==> config.mk <==
export PLATFORM = sky130hd
export DESIGN_NAME = psr1_split_sched
export DESIGN_NICKNAME = d
export VERILOG_FILES = /design/src/rtl/psr1_sched_pkg.sv /design/src/rtl/psr1_rr_arb.sv /design/src/rtl/psr1_split_sched.sv
export SDC_FILE = /design/constraint.sdc
export NUM_CORES = 1
export LEC_CHECK = 0
export CAP_MARGIN = 0
export CORE_MARGIN = 5
export CORE_UTILIZATION = 46
export DETAILED_ROUTE_END_ITERATION = 16
export PLACE_DENSITY_LB_ADDON = 0.1
export SLEW_MARGIN = 40
export SYNTH_ARGS = -nofsm -noshare
export SYNTH_HDL_FRONTEND = slang
export SYNTH_SLANG_ARGS = --single-unit
==> constraint.sdc <==
create_clock -name clk -period 1.8 [get_ports clk]
set_clock_uncertainty 0.1 [all_clocks]
set_input_delay 0.54 -clock clk [delete_from_list [all_inputs] [get_ports clk]]
set_output_delay 0.54 -clock clk [all_outputs]
set_load 0.03 [all_outputs]
==> src/rtl/psr1_sched_pkg.sv <==
// rtl/psr1_sched_pkg.sv - shared types and sizing helpers for the split-pulse scheduler
package psr1_sched_pkg;

  typedef enum logic [1:0] {
    S_IDLE  = 2'd0,
    S_PULSE = 2'd1,
    S_GUARD = 2'd2
  } state_e;

  // One timer covers both the pulse and the guard phase, loaded with (length - 1).
  function automatic int timer_w(input int pulse_w, input int guard);
    int m;
    m = (pulse_w > guard) ? pulse_w : guard;
    return (m <= 1) ? 1 : $clog2(m);
  endfunction

endpackage

==> src/rtl/psr1_rr_arb.sv <==
// rtl/psr1_rr_arb.sv - combinational round-robin pick starting just after ptr
module psr1_rr_arb #(
  parameter int N_REQ = 4,
  parameter int ID_W  = $clog2(N_REQ)
) (
  input  logic [N_REQ-1:0] req,
  input  logic [ID_W-1:0]  ptr,
  output logic             gnt_valid,
  output logic [ID_W-1:0]  gnt_idx
);

  always_comb begin
    int idx;
    logic [ID_W-1:0] sel;
    idx       = 0;
    sel       = '0;
    gnt_valid = 1'b0;
    gnt_idx   = '0;
    for (int k = 1; k <= N_REQ; k++) begin
      idx = (int'(ptr) + k) % N_REQ;
      sel = ID_W'(idx);
      if (!gnt_valid && req[sel]) begin
        gnt_valid = 1'b1;
        gnt_idx   = sel;
      end
    end
  end

endmodule

==> src/rtl/psr1_split_sched.sv <==
// rtl/psr1_split_sched.sv - shares one splitter input among requesters with fixed pulse and guard timing
module psr1_split_sched
  import psr1_sched_pkg::*;
#(
  parameter int N_REQ   = 4,
  parameter int PULSE_W = 2,
  parameter int GUARD   = 10,
  parameter int CNT_W   = 16,
  parameter int ID_W    = $clog2(N_REQ)
) (
  input  logic             clk,
  input  logic             rst_n,
  input  logic             enable,
  input  logic [N_REQ-1:0] req,
  output logic [N_REQ-1:0] ack,
  output logic             split_in,
  output logic [ID_W-1:0]  grant_id,
  output logic             busy,
  output logic [CNT_W-1:0] pulse_cnt
);

  localparam int            TW         = timer_w(PULSE_W, GUARD);
  localparam logic [TW-1:0] PULSE_LOAD = TW'(PULSE_W - 1);
  localparam logic [TW-1:0] GUARD_LOAD = TW'((GUARD > 0) ? GUARD - 1 : 0);

  state_e            state_q, state_d;
  logic [TW-1:0]     timer_q, timer_d;
  logic [ID_W-1:0]   ptr_q, ptr_d;
  logic              split_q, split_d;
  logic [N_REQ-1:0]  ack_q, ack_d;
  logic [ID_W-1:0]   gid_q, gid_d;
  logic              busy_q, busy_d;
  logic [CNT_W-1:0]  cnt_q, cnt_d;

  logic              gnt_valid;
  logic [ID_W-1:0]   gnt_idx;
  logic              grant_go;

  psr1_rr_arb #(.N_REQ(N_REQ), .ID_W(ID_W)) u_arb (
    .req       (req),
    .ptr       (ptr_q),
    .gnt_valid (gnt_valid),
    .gnt_idx   (gnt_idx)
  );

  // Requests are only looked at in IDLE; PULSE and GUARD run to completion.
  assign grant_go = (state_q == S_IDLE) && enable && gnt_valid;

  always_ff @(posedge clk) begin
    if (!rst_n) begin
      state_q <= S_IDLE;
      timer_q <= '0;
      ptr_q   <= ID_W'(N_REQ - 1);
      split_q <= 1'b0;
      ack_q   <= '0;
      gid_q   <= '0;
      busy_q  <= 1'b0;
      cnt_q   <= '0;
    end else begin
      state_q <= state_d;
      timer_q <= timer_d;
      ptr_q   <= ptr_d;
      split_q <= split_d;
      ack_q   <= ack_d;
      gid_q   <= gid_d;
      busy_q  <= busy_d;
      cnt_q   <= cnt_d;
    end
  end

  always_comb begin
    state_d = state_q;
    timer_d = timer_q;
    case (state_q)
      S_IDLE: begin
        if (grant_go) begin
          state_d = S_PULSE;
          timer_d = PULSE_LOAD;
        end
      end
      S_PULSE: begin
        if (timer_q == '0) begin
          if (GUARD > 0) begin
            state_d = S_GUARD;
            timer_d = GUARD_LOAD;
          end else begin
            state_d = S_IDLE;
          end
        end else begin
          timer_d = timer_q - TW'(1);
        end
      end
      S_GUARD: begin
        if (timer_q == '0) state_d = S_IDLE;
        else               timer_d = timer_q - TW'(1);
      end
      default: state_d = S_IDLE;
    endcase
  end

  // Outputs are registered, so they are derived from the state being entered.
  always_comb begin
    split_d = (state_d == S_PULSE);
    busy_d  = (state_d != S_IDLE);
    ack_d   = '0;
    gid_d   = gid_q;
    ptr_d   = ptr_q;
    cnt_d   = cnt_q;
    if (grant_go) begin
      ack_d = N_REQ'(1) << gnt_idx;
      gid_d = gnt_idx;
      ptr_d = gnt_idx;
      cnt_d = cnt_q + CNT_W'(1);
    end
  end

  assign ack       = ack_q;
  assign split_in  = split_q;
  assign grant_id  = gid_q;
  assign busy      = busy_q;
  assign pulse_cnt = cnt_q;

endmodule
**After elaboration in Yosys (flattened, before gate mapping)**

Cells that the tools add are included.

- Flip-flop bits (word level): 32
- Bits of input ports: 7
- Output and inout bits: 24
- Logic and storage cells: 62

- Add/subtract/negate cells: 6
- $lt $le $gt $ge: 4
- Eq/ne operators: 5
- Shifts and indexed selects: 1
- Mux-type cells: 24
- Reduce and logical (&&, ||, !) cells: 14

Operators with widths:

| operator | count |
|---|---|
| 16-bit by 1-bit adder with 16-bit output, second input constant | 1 |
| 2-bit two-way mux | 7 |
| 2-bit by 3-bit < comparator with 1-bit output, second input constant | 4 |
| 4-bit two-way mux | 3 |
| 4-bit one-hot mux with 3 select lines | 1 |
| 1-bit binary-select mux with 2-bit select | 4 |
| 1-bit two-way mux | 8 |
| 2-bit one-hot mux with 3 select lines | 1 |
| 1-bit logical AND | 5 |
| 2-bit by 1-bit adder with 2-bit output, second input constant | 2 |
| 2-bit adder, second input constant | 2 |
| 2-bit by 1-bit == test with 1-bit output, second input constant | 2 |
| 4-bit logical NOT | 1 |
| 2-bit != test, second input constant | 2 |
| 1-bit by 2-bit left shift with 4-bit output, first input constant | 1 |
| 4-bit by 1-bit subtractor with 4-bit output, second input constant | 1 |
| 1-bit logical NOT | 3 |
| 3-bit AND reduction | 1 |
| 3-bit nonzero test | 1 |
| 2-bit == test, second input constant | 1 |
| 2-bit logical NOT | 1 |
| 2-bit AND reduction | 1 |
| 2-bit nonzero test | 1 |

**Longest topological paths before layout**

Gate-level depths: netlist (run 1).

- Depth in word-level cells: 17
- Depth in mapped cells: 7
- Gate-level depth less buffers: 6

**Cells and area by module**

From an unflattened synthesis (run 1), not the netlist that was laid out.

- Cell total of the unflattened synthesis: 168
- Area total of the unflattened synthesis: 1537.7 µm²

Modules (own cells, without submodules):

| module | times used | cells each | area an instance (µm²) | sequential area each (µm²) |
|---|---|---|---|---|
| psr1_split_sched | 1 | 154 | 1446.4 | 640.6 |
| psr1_rr_arb | 1 | 14 | 91.3 | 0.0 |

**Least setup slack after synthesis (run 1)**

Ideal clock, no wire load.

- Kind: register to register
- Start: reg cnt_q[0] (netlist: pulse_cnt[0])
- End: reg cnt_q[12] (netlist: pulse_cnt[12])
- Setup time: 71 ps
- Data arrival time: 1677 ps
- Required time: 1629 ps
- Path slack: -47 ps
- Stages on the path, launching flop included: 6
- Path buffers: 0
- Clock period less this slack: 1847 ps
- Path through: dfxtp_1 ha_1 and4_4 nand2_2 or4b_1 a21oi_1

- Cells in the longest elaborated chain, start to end: 1

Ends and longest elaborated chain:

| what | line | text |
|---|---|---|
| start: declaration | psr1_split_sched.sv:33 | `logic [CNT_W-1:0] cnt_q, cnt_d;` |
| start signal: assignment | psr1_split_sched.sv:67 | `cnt_q <= cnt_d;` |
| 16-bit by 1-bit adder with 16-bit output | psr1_split_sched.sv:113 | `cnt_d = cnt_q + CNT_W'(1);` |

Every way passes these cells.
A chain may end at the register's enable or synchronous reset.

**Final worst setup path (run 1)**

- Start: reg cnt_q[10] (netlist: pulse_cnt[10])
- End: out pulse_cnt[10]

RTL lines:

| what | line | text |
|---|---|---|
| end: declaration | psr1_split_sched.sv:19 | `output logic [CNT_W-1:0] pulse_cnt` |

No word-level cell between the ends.

==> results of run 1 <==
[routing by layer]
metal | vias up | GRT usage, %
met2 | 30 | 31.6
met3 | 6 | 5.67
met1 | 733 | 19.1
met4 | 0 | 6.29
met5 | - | 0
li1 | 781 | -
[metrics by stage]
stage	utilization (%)	cell area (sq um)	setup TNS, ns
6_report	66.0	2220	0
3_3_place_gp	63.5	2130	-13.06
5_1_grt	66.0	2220	0
4_1_cts	65.7	2210	0
3_5_place_dp	63.5	2130	-13.64
2_1_floorplan	-	1600	0
[placed cells by master (no fill, tap or decap), types with 2 or more instances in the layout]
cell,netlist,routed
dfxtp_2,0,4
nand2_1,12,12
inv_2,0,2
and3_1,2,2
nor3_1,6,6
nand4_1,6,6
or3_1,6,6
and4_1,2,2
inv_1,7,5
dlygate4sd2_1,0,16
nand3_1,9,8
xor2_1,6,6
clkdlybuf4s15_1,0,5
ha_1,7,5
nand2b_1,2,2
nor3b_1,3,2
a21boi_0,2,2
clkdlybuf4s15_2,0,2
a211oi_2,1,2
dfxtp_1,32,28
o31ai_1,3,3
o21ai_0,13,12
nor2_1,10,10
a21oi_1,14,13
or2b_1,2,2
clkbuf_4,0,5
buf_4,2,26
or4_1,2,2
clkbuf_2,0,6
[state kept, by name, summed over array words and instances (netlist names)]
register	flops
pulse_cnt	16
ack	4
timer_q	4
grant_id	2
ptr_q	2
state_q	2
busy	1
split_in	1
[power groups by stage]
stage               clock (mW)  combinational [mW]  sequential, mW
floorplan                    0               0.326           0.894
global route             0.607               0.743           0.823
global placement             0               0.624           0.825
detailed placement           0               0.645           0.828
CTS                      0.566               0.644           0.813
finish                   0.556               0.681           0.815
[kinds of logic (layout without fill, tap and decap cells)]
| group | count (synthesis) | in the layout |
|---|---|---|
| flops | 32 | 32 |
| xor+xnor | 7 | 7 |
| compound gates | 47 | 47 |
| simple gates | 74 | 74 |
| fa+ha+maj | 7 | 7 |
| buf+inv | 14 | 72 |
[final timing paths]
path / from / end / cells after the start
worst max-delay path: pulse_cnt[10] / pulse_cnt[10] / 1
worst min-delay path: grant_id[1] / grant_id[1] / 2
worst max register to register: pulse_cnt[7] / pulse_cnt[15] / 5
worst min register to register: grant_id[1] / grant_id[1] / 2
[what timing repair did]
item                                    in CTS  in global routing
setup buffers                                0                  0
pin swaps                                    0                  1
endpoints found under the setup margin      49                 23
resized for setup                           42                 23
cloned                                       0                  0
[layout make-up]
cell class                 count  area, sq um
fill                         317         1140
multi-input combinational    135          941
sequential                    32          646
timing repair buffer          57          468
tap                           46         57.6
clock inverter                 3         42.5
clock buffer                   5         37.5
inverter                       7         26.3
==> out/qor.csv, run 1 <==
stage,metric,value,unit
detailed_routing,1st-pass router iterations,4,
synthesis,"area leader, netlist",dfxtp_1,
detailed_routing,routed length per instance,14.2,um
clock_network,worst skew pair latency,0.35,ns
synthesis,mux contribution to synthesized area,0,%
global_routing,antenna violations before repair,0,
timing,Final min period,1.76,ns
detailed_routing,metal1 wirelength,1690,um
die,Die Wd,69.0,um
synthesis,"EDFF count, synth",0,
global_routing,total grt overflow,0,
cells_and_area,nets,252,
power_and_ir_drop,power after layout,2.05,mW
critical_path,"slowest stage delay, CP",0.39,ns
detailed_routing,Initial DRC Count,89,
detailed_routing,DR DRC count,0,
detailed_routing,Via density,5.44,
run_status,outcome,completed,
critical_path,Worst path top cell family by delay,flip-flops,
die,Die Y,69.0,um
critical_path,Crit Path Max Fanout,4,
timing,final hold slack,0.374,ns
cells_and_area,Layout Cells excl Fill,285,
clock_network,clock tree sinks,32,
flow_run,Max-Cap Viols,0,
synthesis,syn nets,195,
timing,Fin. Hold Viols,0,
clock_network,root buf cell,clkbuf_4,
critical_path,Slowest cell on crit path,dfxtp_1,
timing,max frequency,0.567,GHz
power_and_ir_drop,Clock power frac,27.1,%
synthesis,"Distinct cells, synth",52,
power_and_ir_drop,combinational power share,33.2,%
detailed_routing,top sig layer,met4,
synthesis,sequential cell area fraction in the yosys report,40.0,%
timing,Pins Over Slew Limit,0,
synthesis,Yosys warnings,0,
timing,Relative slew margins,76.7,%
critical_path,CP Launch Type,register,
worst_hold_path,Hold Path Class,reg2reg,
placement,placed cells,277,
clock_network,H-tree depth,2,
synthesis,synth top area cells,"dfxtp_1 40%, ha_1 5.5%, a21oi_1 4.4%, o21ai_0 4.1%, xor2_1 3.3%",
placement,pre-CTS setup slack,-0.602,ns
detailed_routing,final WL,4060,um
synthesis,largest family of logic cells by synthesized area,simple AND/OR/NAND/NOR gates,
power_and_ir_drop,internal power,1.37,mW
synthesis,compound-cell area share of the yosys netlist,20.0,%
power_and_ir_drop,Cell Pwr Density,925,nW/um^2
die,IO Pins,31,
synthesis,Async SR Flop Fraction,0,%
global_routing,pin count of the biggest net entering global routing,20,
synthesis,Post-Synth Simple-Gate Area,26.4,%
power_and_ir_drop,Leak,0.909,nW
critical_path,Worst setup EP type,primary output,
synthesis,post-synthesis xor/xnor area fraction,3.83,%
power_and_ir_drop,Net Sw Frac,33.2,%
die,starting density of the core,47.6,%
timing,setup ws final,0.0357,ns
cells_and_area,Antenna Diode Count,0,
clock_network,# hold bufs at CTS,0,
placement,Placer Congestion,0.753,
die,core footprint,3360,sq um
critical_path,Crit path arrival time,1.12,ns
timing,unrepaired setup endpoints after global routing,false,
cells_and_area,area grow syn2layout,38.5,%
timing,final setup violating endpoints,0,
detailed_routing,metal2 WL,2130,um
synthesis,most common cell in the netlist,dfxtp_1,
critical_path,CP required,1.16,ns
clock_network,clock-pin slew on the worst setup and hold paths,0.11,ns
clock_network,CTS tree,yes,
detailed_routing,met3 wire length,186,um
timing,crit share post-route,98.0,%
die,row cnt,21,
critical_path,r2r setup slk,0.09,ns
synthesis,Mapped Avg Cell Area,8.85,sq um
critical_path,critical path class,reg2out,
placement,hpwl dp,3050,um
synthesis,synth cell count leaders,"32 x dfxtp_1, 14 x a21oi_1, 13 x o21ai_0",
synthesis,Synth Cell Area,1600,sq um
detailed_routing,detailed-route via count,1550,
synthesis,post-synthesis adder-cell area fraction,5.47,%
timing,Worst-Margin Slew,0.344,ns
global_routing,Total GRT Usage,17.6,%
die,die area,4760,sq um
cells_and_area,share of cells above drive strength 1,27.6,%
synthesis,Gate Count Post-Synth,181,
power_and_ir_drop,Reg power frac,39.7,%
synthesis,Synth top area share,40.0,%
clock_network,clk buf depth,2,
placement,PortBufs,30,
clock_network,Num CTS Buffers,5,
synthesis,Yosys reg bits,32,
power_and_ir_drop,Peak VDD IR,0.622,mV
global_routing,first-pass GRT wire length,7000,um
critical_path,WP buf/inv,1,
synthesis,"Top FF cell, synth",dfxtp_1,
power_and_ir_drop,switching power,0.681,mW
global_routing,vias in the first global route,1534,
critical_path,CP Cell Sequence,clkdlybuf4s15_1,
detailed_routing,ANT nets after route,0,
Note: power is estimated with default switching activity, not from simulation.
==> inputs of run 2 (changes only) <==
GPL_TIMING_DRIVEN = 0   (was unset)
==> run 2 against run 1 <==
Effect of this change:
- combinational power up 2.9%
- utilization down 2.5 points
- register-to-register slack worse by 0.03 ns
- clock power down 18%
- worst hold slack better by 0.014 ns
- sequential power up 0.6%
- critical path type is now in2reg
- critical endpoint is now busy
==> out/qor.csv, run 2 (synthesis results as in run 1) <==
stage,metric,value,unit
run_status,outcome,completed,
detailed_routing,routed length per instance,14.9,um
cells_and_area,nets,239,
die,row cnt,21,
cells_and_area,Layout Cells excl Fill,271,
detailed_routing,ANT nets after route,0,
cells_and_area,"most common cell after layout, fill and taps aside",dfxtp_1,
placement,placed cells,256,
timing,Final min period,1.77,ns
clock_network,clk buf depth,2,
die,Die Y,69.0,um
clock_network,# hold bufs at CTS,0,
die,die area,4760,sq um
cells_and_area,max reg flops,16,
timing,Fin. Hold Viols,0,
timing,Relative slew margins,60.4,%
critical_path,Slowest cell on crit path,o41a_4,
global_routing,Total GRT Usage,16.8,%
critical_path,CP Launch Type,primary input,
global_routing,total grt overflow,0,
timing,final setup violating endpoints,0,
power_and_ir_drop,Peak VDD IR,0.645,mV
critical_path,Worst setup EP type,register,
detailed_routing,detailed-route via count,1498,
timing,unrepaired setup endpoints after global routing,false,
critical_path,CP Cell Sequence,clkdlybuf4s15_2 > o41a_4 > and2_4 > buf_6 > o2bb2ai_2 > a21o_1,
detailed_routing,Initial DRC Count,73,
cells_and_area,Register Area,653,sq um
die,starting density of the core,47.6,%
power_and_ir_drop,Leak,0.836,nW
global_routing,pin count of the biggest net entering global routing,11,
placement,Placer Congestion,0.762,
critical_path,critical path class,in2reg,
timing,setup ws final,0.0265,ns
cells_and_area,most frequent cells in the layout,"24 x dfxtp_1, 13 x dlygate4sd2_1, 12 x nand2_1, 12 x o21ai_0, 11 x a21oi_1",
cells_and_area,share of cells above drive strength 1,28.9,%
critical_path,"slowest stage delay, CP",0.52,ns
worst_hold_path,Hold Path Class,reg2reg,
timing,max frequency,0.564,GHz
detailed_routing,final WL,4050,um
clock_network,CTS tree,yes,
power_and_ir_drop,switching power,0.664,mW
timing,Pins Over Slew Limit,0,
power_and_ir_drop,Net Sw Frac,33.6,%
die,IO Pins,31,
placement,hpwl dp,2830,um
timing,Worst-Margin Slew,0.593,ns
cells_and_area,Antenna Diode Count,0,
power_and_ir_drop,internal power,1.31,mW
clock_network,H-tree depth,2,
placement,PortBufs,29,
die,Die Wd,69.0,um
detailed_routing,1st-pass router iterations,4,
placement,pre-CTS setup slack,-0.773,ns
critical_path,WP buf/inv,2,
global_routing,first-pass GRT wire length,6740,um
detailed_routing,DR DRC count,0,
global_routing,vias in the first global route,1500,
timing,crit share post-route,98.5,%
critical_path,Crit path arrival time,1.90,ns
cells_and_area,Fill cells,313,
power_and_ir_drop,combinational power share,35.4,%
critical_path,CP required,1.92,ns
clock_network,Num CTS Buffers,5,
global_routing,antenna violations before repair,0,
critical_path,Crit Path Max Fanout,9,
power_and_ir_drop,Reg power frac,41.4,%
clock_network,clock tree sinks,32,
die,core footprint,3360,sq um
clock_network,clock-pin slew on the worst setup and hold paths,0.10,ns
clock_network,root buf cell,clkbuf_4,
clock_network,worst skew pair latency,0.33,ns
critical_path,Worst path top cell family by delay,compound AO/OA/AOI/OAI gates,
detailed_routing,Via density,5.53,
power_and_ir_drop,Clock power frac,23.1,%
flow_run,Max-Cap Viols,0,
cells_and_area,area grow syn2layout,33.4,%
power_and_ir_drop,Cell Pwr Density,926,nW/um^2
cells_and_area,area of the multi-input gates,980,sq um
-- run 2: cell types whose count changed in the layout (fill, tap and decap cells not counted), sizes merged --
cell	change
clkinv	-1
dlygate4sd2	-3
clkdlybuf4s50	-1
clkinvlp	-1
buf	-14
bufinv	-1
clkdlybuf4s15	+1
clkbuf	+6
-- run 2: metrics by stage --
step	utilization (%)	power [mW]	hold WS [ns]	cell area, sq um	TNS, ns
2_1_floorplan	-	1.22	0.359	1600	0
5_1_grt	63.5	2.09	0.412	2140	0
6_report	63.5	1.98	0.388	2140	0
4_1_cts	61.9	1.90	0.382	2080	-0.00432
3_3_place_gp	58.0	1.37	0.360	1950	-17.09
3_5_place_dp	58.0	1.39	0.366	1950	-17.83
-- run 2: per-layer routing --
layer,global-route usage [%],vias up,part of all wire [%]
met1,18.0,715,44
met5,0,-,0
li1,-,757,-
met3,5.52,5,3.7
met2,31.1,21,52
met4,4.56,0,0.89
-- run 2: worst paths after layout --
path	startpoint	end	slack [ns]	cells after the start
max	req[1]	busy	0.03	6
min	pulse_cnt[1]	pulse_cnt[1]	0.39	2
max reg2reg	timer_q[1]	timer_q[0]	0.06	6
min reg2reg	pulse_cnt[1]	pulse_cnt[1]	0.39	2
-- run 2: layout make-up --
cell class | instances | area share, %
Buffer | 6 | 1.76
Sequential cell | 32 | 30.6
Clock buffer | 7 | 3.05
Tap cell | 46 | 2.69
Multi-Input combinational cell | 135 | 45.9
Timing Repair Buffer | 38 | 14.8
Inverter | 7 | 1.23
-- run 2: worst reg2reg max path, cell delays in order, from the launching register on --
cell,delay [ns]
dfxtp_4,0.38
inv_2,0.05
ha_4,0.16
nor3b_4,0.16
a221o_2,0.41
a211oi_2,0.26
a211oi_2,0.08
-- run 2: timing repair --
action                     4_1_cts  5_1_grt
setup buffers                    5        4
pin swaps                        3        6
resized for setup               61       33
setup endpoints to repair       56       24
-- run 2: power groups by stage --
stage | Combinational (mW) | Sequential (mW) | Clock [mW]
after floorplan | 0.326 | 0.894 | 0
after global placement | 0.536 | 0.830 | 0
after detailed placement | 0.560 | 0.834 | 0
after CTS | 0.612 | 0.821 | 0.470
after global routing | 0.761 | 0.828 | 0.502
final | 0.701 | 0.820 | 0.457
==> inputs of run 3 (changes only) <==
CAP_MARGIN = 20   (was 0)
CORE_ASPECT_RATIO = 0.7   (was unset)
==> run 3 against run 2 <==
Effect of this change:
- utilization grew 2.6 points
- routed wire length decreased by 3.5%
- die area rose by 0.39%
- flip-flop and latch count is the same
- power grew 2.5%
- critical path depth shrank 5
- combinational power fell by 9.0%
- count of clock-buffer cells in the layout rose by 1
- sequential power grew 1%
==> out/qor.csv, run 3 (synthesis results as in run 1) <==
stage,metric,value,unit
run_status,outcome,completed,
critical_path,CP Cell Sequence,clkdlybuf4s15_1,
critical_path,CP required,1.16,ns
die,Die Y,59.4,um
critical_path,Worst setup EP type,primary output,
worst_hold_path,Hold Path Class,reg2reg,
clock_network,Num CTS Buffers,5,
cells_and_area,Fill cells,281,
critical_path,Worst path top cell family by delay,flip-flops,
timing,Relative slew margins,64.2,%
die,IO Pins,31,
detailed_routing,DR DRC count,0,
clock_network,clock-pin slew on the worst setup and hold paths,0.06,ns
detailed_routing,met3 wire length,299,um
detailed_routing,detailed-route via count,1505,
cells_and_area,area of the multi-input gates,976,sq um
cells_and_area,max reg flops,16,
detailed_routing,top sig layer,met4,
clock_network,H-tree depth,2,
power_and_ir_drop,Cell Pwr Density,943,nW/um^2
critical_path,CP Launch Type,register,
global_routing,vias in the first global route,1345,
global_routing,pin count of the biggest net entering global routing,11,
cells_and_area,"most common cell after layout, fill and taps aside",dfxtp_1,
detailed_routing,final WL,3900,um
flow_run,Max-Cap Viols,0,
timing,Worst-Margin Slew,0.538,ns
timing,Fin. Hold Viols,0,
placement,hpwl dp,2830,um
die,die area,4780,sq um
detailed_routing,metal1 wirelength,1880,um
power_and_ir_drop,Peak VDD IR,0.629,mV
detailed_routing,Via density,5.51,
clock_network,worst skew pair latency,0.28,ns
critical_path,Crit Path Max Fanout,6,
cells_and_area,area grow syn2layout,34.3,%
clock_network,CTS tree,yes,
critical_path,Crit path arrival time,1.11,ns
detailed_routing,routed length per instance,14.3,um
critical_path,Worst setup startpoint,pulse_cnt[7],
timing,Pins Over Slew Limit,0,
die,starting density of the core,49.2,%
power_and_ir_drop,power after layout,2.03,mW
placement,PortBufs,29,
clock_network,root buf cell,clkbuf_8,
global_routing,total grt overflow,0,
power_and_ir_drop,Leak,0.875,nW
global_routing,Total GRT Usage,17.5,%
critical_path,WP buf/inv,1,
detailed_routing,Initial DRC Count,101,
clock_network,clk buf depth,2,
detailed_routing,metal2 WL,1660,um
timing,crit share post-route,97.1,%
die,core footprint,3250,sq um
timing,Final min period,1.75,ns
detailed_routing,1st-pass router iterations,4,
clock_network,clock tree sinks,32,
critical_path,Slowest cell on crit path,dfxtp_1,
worst_hold_path,min-delay src,grant_id[1],
critical_path,"slowest stage delay, CP",0.43,ns
cells_and_area,Register Area,649,sq um
critical_path,critical path class,reg2out,
timing,final hold slack,0.372,ns
die,row cnt,17,
clock_network,# hold bufs at CTS,0,
cells_and_area,most frequent cells in the layout,"27 x dfxtp_1, 20 x dlygate4sd2_1, 12 x nand2_1, 12 x o21ai_0, 12 x a21oi_1",
critical_path,Worst R2R Start,state_q[1],
global_routing,first-pass GRT wire length,6390,um
detailed_routing,ANT nets after route,0,
timing,final setup violating endpoints,0,
cells_and_area,nets,239,
cells_and_area,Antenna Diode Count,0,
die,Die Wd,80.5,um
cells_and_area,share of cells above drive strength 1,23.5,%
placement,Placer Congestion,0.791,
timing,max frequency,0.572,GHz
global_routing,antenna violations before repair,0,
run 3: cell types whose count changed in the layout (fill, tap and decap cells not counted), moves of 3 or more:
cell,change
clkbuf_2,-4
clkbuf_4,-5
clkbuf_8,+4
clkdlybuf4s15_2,-6
dfxtp_1,+3
dfxtp_2,-3
dlygate4sd2_1,+7
run 3: worst paths after layout:
check                        to  slack (ns)  cells after the start
setup / recovery   pulse_cnt[7]        0.05                      1
hold / removal      grant_id[1]        0.37                      2
setup reg to reg  pulse_cnt[12]        0.06                      7
hold reg to reg     grant_id[1]        0.37                      2
run 3: area by class of cell:
cell class                      count  area share, %
Tap cell                           47           2.73
Inverter                            7           1.34
Multi-Input combinational cell    135           45.4
Clock buffer                        8           4.19
Sequential cell                    32           30.2
Buffer                              7           2.44
Timing Repair Buffer               37           13.7
run 3: what timing repair did:
item,in CTS,in global routing
gates cloned,0,0
buffers inserted,4,4
endpoints found under the setup margin,56,17
resized for setup,51,28
pin swaps,6,4
run 3: power by group:
part / switching (mW) / leakage [nW] / internal [mW]
combinational: 0.363 / 0.567 / 0.276
clock: 0.248 / 0.0455 / 0.311
sequential: 0.0524 / 0.262 / 0.778
run 3: per-stage QoR:
step | instances | instance area (sq um) | TNS [ns] | worst slack, ns | util (%)
after CTS | 269 | 2090 | -0.00394 | -0.00394 | 64.3
after global placement | 257 | 1950 | -16.57 | -0.638 | 60.0
after floorplan | 181 | 1600 | 0 | 0.0171 | -
after detailed placement | 257 | 1950 | -17.37 | -0.704 | 60.0
after global routing | 273 | 2150 | -0.0695 | -0.0497 | 66.1
final | 273 | 2150 | 0 | 0.0525 | 66.1
run 3: routing by layer:
| layer | vias up | track usage (%) |
|---|---|---|
| met3 | 12 | 6.38 |
| met5 | - | 0 |
| li1 | 752 | - |
| met4 | 0 | 6.99 |
| met2 | 51 | 25.4 |
| met1 | 690 | 23.5 |
